[src/rtl/demux3_route_if.sv]
// Handshake bundle for demux3_route: one valid/ready input channel, three valid/ready outputs.
interface demux3_route_if #(
  parameter int unsigned WIDTH = 16
);
  logic [WIDTH-1:0] in_data;
  logic [1:0]       in_sel;
  logic             in_valid;
  logic             in_ready;
  logic [WIDTH-1:0] out1_data;
  logic [WIDTH-1:0] out2_data;
  logic [WIDTH-1:0] out3_data;
  logic             out1_valid;
  logic             out2_valid;
  logic             out3_valid;
  logic             out1_ready;
  logic             out2_ready;
  logic             out3_ready;

  modport slave (
    input  in_data, in_sel, in_valid, out1_ready, out2_ready, out3_ready,
    output in_ready, out1_data, out2_data, out3_data, out1_valid, out2_valid, out3_valid
  );

  modport master (
    output in_data, in_sel, in_valid, out1_ready, out2_ready, out3_ready,
    input  in_ready, out1_data, out2_data, out3_data, out1_valid, out2_valid, out3_valid
  );
endinterface

[src/rtl/demux3_route.sv]
// Registered 1-to-3 demux / broadcaster with per-destination valid/ready and one holding register.
// Optional DEMUX_STATS_EN adds a 16-bit wrapping count of accepted input transfers.
module demux3_route #(
  parameter int unsigned WIDTH = 16
) (
  input  logic              clk,
  input  logic              rst_n,
  demux3_route_if.slave     bus
`ifdef DEMUX_STATS_EN
  ,
  output logic [15:0]       xfer_count
`endif
);

  typedef enum logic {IDLE = 1'b0, BUSY = 1'b1} state_t;

  state_t           r_state;
  logic [WIDTH-1:0] r_data;
  logic [2:0]       r_pending;
  logic [2:0]       w_out_ready;
  logic [2:0]       w_remain;
  logic [2:0]       w_sel_onehot;
  logic             w_in_ready;
  logic             w_accept;

  assign w_out_ready = {bus.out3_ready, bus.out2_ready, bus.out1_ready};
  // Bits still pending after this edge if nothing new is accepted.
  assign w_remain    = r_pending & ~w_out_ready;
  assign w_in_ready  = (r_state == IDLE) || (w_remain == '0);
  assign w_accept    = bus.in_valid & w_in_ready;

  always_comb begin
    w_sel_onehot = '0;
    unique case (bus.in_sel)
      2'b00:   w_sel_onehot = 3'b001;
      2'b01:   w_sel_onehot = 3'b010;
      2'b10:   w_sel_onehot = 3'b100;
      default: w_sel_onehot = 3'b111;
    endcase
  end

  always_ff @(posedge clk or negedge rst_n) begin
    if (!rst_n) begin
      r_state   <= IDLE;
      r_data    <= '0;
      r_pending <= '0;
    end else if (w_accept) begin
      // A new accept on the final-drain cycle overrides the clears.
      r_state   <= BUSY;
      r_data    <= bus.in_data;
      r_pending <= w_sel_onehot;
    end else begin
      r_pending <= w_remain;
      r_state   <= (w_remain == '0) ? IDLE : BUSY;
    end
  end

`ifdef DEMUX_STATS_EN
  logic [15:0] r_xfer_count;

  always_ff @(posedge clk or negedge rst_n) begin
    if (!rst_n) begin
      r_xfer_count <= '0;
    end else if (w_accept) begin
      r_xfer_count <= r_xfer_count + 16'd1;
    end
  end

  assign xfer_count = r_xfer_count;
`endif

  assign bus.in_ready   = w_in_ready;
  assign bus.out1_data  = r_data;
  assign bus.out2_data  = r_data;
  assign bus.out3_data  = r_data;
  assign bus.out1_valid = r_pending[0];
  assign bus.out2_valid = r_pending[1];
  assign bus.out3_valid = r_pending[2];

endmodule

[src/flat_wrapper.sv]
// flat-port wrapper written by rule: the top's interface ports become plain ports
module demux3_route_flat 
#(
  parameter int unsigned WIDTH = 16
)
  (clk, rst_n, bus_in_data, bus_in_sel, bus_in_valid, bus_out1_ready, bus_out2_ready, bus_out3_ready, bus_in_ready, bus_out1_data, bus_out2_data, bus_out3_data, bus_out1_valid, bus_out2_valid, bus_out3_valid);
  demux3_route_if #(.WIDTH(WIDTH)) bus_i ();
  input  logic clk;
  input  logic rst_n;
  input wire logic [$bits(bus_i.in_data)-1:0] bus_in_data;
  input wire logic [$bits(bus_i.in_sel)-1:0] bus_in_sel;
  input wire logic [$bits(bus_i.in_valid)-1:0] bus_in_valid;
  input wire logic [$bits(bus_i.out1_ready)-1:0] bus_out1_ready;
  input wire logic [$bits(bus_i.out2_ready)-1:0] bus_out2_ready;
  input wire logic [$bits(bus_i.out3_ready)-1:0] bus_out3_ready;
  output wire logic [$bits(bus_i.in_ready)-1:0] bus_in_ready;
  output wire logic [$bits(bus_i.out1_data)-1:0] bus_out1_data;
  output wire logic [$bits(bus_i.out2_data)-1:0] bus_out2_data;
  output wire logic [$bits(bus_i.out3_data)-1:0] bus_out3_data;
  output wire logic [$bits(bus_i.out1_valid)-1:0] bus_out1_valid;
  output wire logic [$bits(bus_i.out2_valid)-1:0] bus_out2_valid;
  output wire logic [$bits(bus_i.out3_valid)-1:0] bus_out3_valid;
  assign bus_i.in_data = bus_in_data;
  assign bus_i.in_sel = bus_in_sel;
  assign bus_i.in_valid = bus_in_valid;
  assign bus_i.out1_ready = bus_out1_ready;
  assign bus_i.out2_ready = bus_out2_ready;
  assign bus_i.out3_ready = bus_out3_ready;
  assign bus_in_ready = bus_i.in_ready;
  assign bus_out1_data = bus_i.out1_data;
  assign bus_out2_data = bus_i.out2_data;
  assign bus_out3_data = bus_i.out3_data;
  assign bus_out1_valid = bus_i.out1_valid;
  assign bus_out2_valid = bus_i.out2_valid;
  assign bus_out3_valid = bus_i.out3_valid;
  demux3_route #(.WIDTH(WIDTH)) u_core (.clk(clk), .rst_n(rst_n), .bus(bus_i));
endmodule
[config.mk]
export PLATFORM = sky130hd
export DESIGN_NAME = demux3_route_flat
export DESIGN_NICKNAME = d
export VERILOG_FILES = /design/src/rtl/demux3_route_if.sv /design/src/rtl/demux3_route.sv /design/src/flat_wrapper.sv
export SDC_FILE = /design/constraint.sdc
export NUM_CORES = 1
export LEC_CHECK = 0
export ABC_AREA = 0
export CORE_UTILIZATION = 35
export DETAILED_ROUTE_END_ITERATION = 8
export PLACE_DENSITY = 0.87
export SYNTH_ARGS = -nofsm -noshare
export SYNTH_HDL_FRONTEND = slang
export SYNTH_SLANG_ARGS = --single-unit
[constraint.sdc]
create_clock -name clk -period 1.3 [get_ports clk]
set_input_delay 0.325 -clock clk [delete_from_list [all_inputs] [get_ports clk]]
set_output_delay 0.325 -clock clk [all_outputs]
set_load 0.05 [all_outputs]
==> results.md <==
* Status: finished, violations left
* Failing checks: negative setup slack
* Worst slew pin tran at roughly 270 ps
* Normalized max-slew margin at between 80% and 90%
* Initial antenna violation count at 0
* Die W at 63.96 um
* Pre-antenna DRT Iters at 4
* CTS H-tree depth at 1
* First DRT Iteration DRCs at 18
* IO Pins at between 70 and 80
* Post-synth top area share at between 30% and 40%
* Die area at between 0.004 and 0.005 mm2
* Startpoint types: register
* Overall Power at about 4.6 mW
* Synth area leaders: dfrtp_1 37%, buf_4 18%, o32ai_2 11%
* Final WL at around 3600 um
* Final Worst Setup Slack at -172.9 ps
* RSZ-0062 raised after global routing: true
* CP required at 980 ps
* Via-to-Cell Ratio at about 4.8
* Slew Limit Fails at 0
* Mapped Area at approximately 0.0013 mm2
* Mapped Avg Cell Area at 10.18 um2
* Reg2reg setup slack at ~50 ps
* Yosys warnings at 0
* Largest net degree at the start of global routing at 21
* Top cells by count, synth: 32 x buf_4, 20 x dfrtp_1, 20 x inv_1
* Worst vdd ir at 0.9687 mV
* Fmax at around 680 MHz
* Largest fanout on the critical path at 2
* Period utilization at 113.3%
* Total global routing overflow at 0
* Worst reg2reg endpoint: u_core.bus.out1_data[1]
* Worst-path cell chain: nand2b_4 > a31oi_4 > inv_2 > buf_6
* Fin crit period at about 1500 ps
* CTS tree: done
* Cell with the most instances after synthesis: buf_4
* Setup TNS at -172.9 ps
* Synth cell types at 22
* Die height at between 60 and 70 um
* Final #Nets at roughly 220
* Synthesized Nets at around 160
* Row count at 22
* Routability Congestion at around 0.79
* CP endpoint kind: output port
* Post-Synthesis Cells at ~130
* Seq/Total Area, Yosys at between 30 and 40%
* Clk_skew at between 7 and 8 ps
* Fin. Hold Viols at 0
* Clk_lat worst skew at between 200 and 300 ps
* Vias in the first global route at approximately 1.1k
* # clock sinks at 20
* WP data arrival at 1150 ps
* FF+latch count, synth at 20
* Num CTS Buffers at 3
* Largest stage delay, worst path at 420 ps
* First-pass GRT wire length at 5685 um
* Starting density of the core at about 37%
* Post-synth EDFFs at 0
* All-Layer GR Usage at a little under a fifth
* Crit path kind: reg2out
* Post-route ant nets at 0
* Worst r2r src: u_core.r_pending[2]
* Routed vias at 1132
* Async set-reset flop share out of synthesis at between 90% and 100%
* DRC violations left at 0
* Cell Pwr Density at between 1500 and 2000 mW/mm2
* Port buffer count at 75
* Worst min path class: in2async
* Leading area contributor after synthesis: dfrtp_1
* Hpwl dp at ~2700 um
* # setup viols final at 1
* Area Growth Syn to Fin at 93.95%
* Post-CTS Hold Buffers at 0
* Core box area at approximately 0.0037 mm2
* CTS root buf: clkbuf_8
* Leak at 1.173 nW
* Clock transition at path regs at 80 ps
* Most common flop cell mapped by yosys: dfrtp_1
* WHS at 409.7 ps
* Register-to-Register Path Depth at 4
* Max Root-Sink Buffers at 2
* Share of layout cells above drive strength 1 at between 50% and 60%
* Crit path max-delay cell type: dfrtp_2
* Drt wl/cell at 15.29 um
* Max_cap viols at 0
* Inserted Diodes at 0
## critical path: cells and delay by family (launching register included)
kind	cells	cell delay, ps
simple gates	1	70
flops	1	420
compound gates	1	200
buf+inv	2	200
## worst max path at each step
| stage | cells past startpoint | end | startpoint | slack (ps) |
|---|---|---|---|---|
| floorplan | 4 | bus_in_ready | u_core.r_pending[2] | -350 |
| global placement | 5 | bus_in_ready | bus_out3_ready | -360 |
| detailed placement | 5 | bus_in_ready | bus_out3_ready | -370 |
| CTS | 4 | bus_in_ready | u_core.r_pending[1] | -170 |
| global route | 4 | bus_in_ready | u_core.r_pending[2] | -200 |
| finish | 4 | bus_in_ready | u_core.r_pending[2] | -170 |
## metrics by stage
step	worst slack (ps)	utilization [%]	cells	area, um2
floorplan	-346.3	-	132	1348
global placement	-356.9	67.43	227	2469
detailed placement	-374.2	67.43	227	2469
CTS	-166.3	70.57	237	2584
global route	-199.7	71.19	237	2606
finish	-172.9	71.19	237	2606
## cell families (layout without fill, tap and decap cells)
group                      count (synthesis)  in the layout  synth area share (%)
adders and majority gates                  3              3                 2.794
and+or+nand+nor                           25             26                 10.24
buffers and inverters                     59            115                 28.03
DFF                                       20             20                 37.24
AOI/OAI and AO/OA                         25             25                 21.69
## final cells by class
| class | instances | area [um2] |
|---|---|---|
| clock buffer | 4 | 55.05 |
| fill | 232 | 1055 |
| inverter | 21 | 78.83 |
| multi-input combinational | 54 | 485.5 |
| sequential | 20 | 524.3 |
| tap | 48 | 60.06 |
| timing repair buffer | 90 | 1403 |
## power by group
part | switching [mW] | total, mW | internal [mW]
registers | 0.309 | 1.07 | 0.766
clock network | 0.209 | 0.478 | 0.269
logic | 1.59 | 3.09 | 1.50
## registers in the layout (all words and copies together), names as in the netlist
register / flops
u_core.bus.out1_data: 16
u_core.r_pending: 3
u_core.r_state: 1
## repair_timing
| action | CTS | global route |
|---|---|---|
| cloned | 1 | 0 |
| setup buffers | 5 | 0 |
| setup endpoints to repair | 34 | 31 |
| pin swaps | 2 | 1 |
| resized for setup | 14 | 12 |
## cell usage in the layout (no fill, tap or decap), types with 4 or more instances in the layout
master            n
nand2_1          17
o32ai_1           5
clkbuf_8          4
dlygate4sd2_1     4
buf_12           53
o32ai_2          10
dfrtp_2          19
inv_1            19
clkdlybuf4s50_1  19
buf_4            11
## layer usage
metal | track usage, % | part of all wire (%) | up-vias
met2 | 34.84 | 56 | 44
met3 | 3.036 | 5.0 | 8
met5 | 0 | 0 | -
met1 | 20.02 | 37 | 551
met4 | 6.250 | 2.0 | 0
li1 | - | - | 529
No activity file was read; power rests on OpenSTA's default activity.
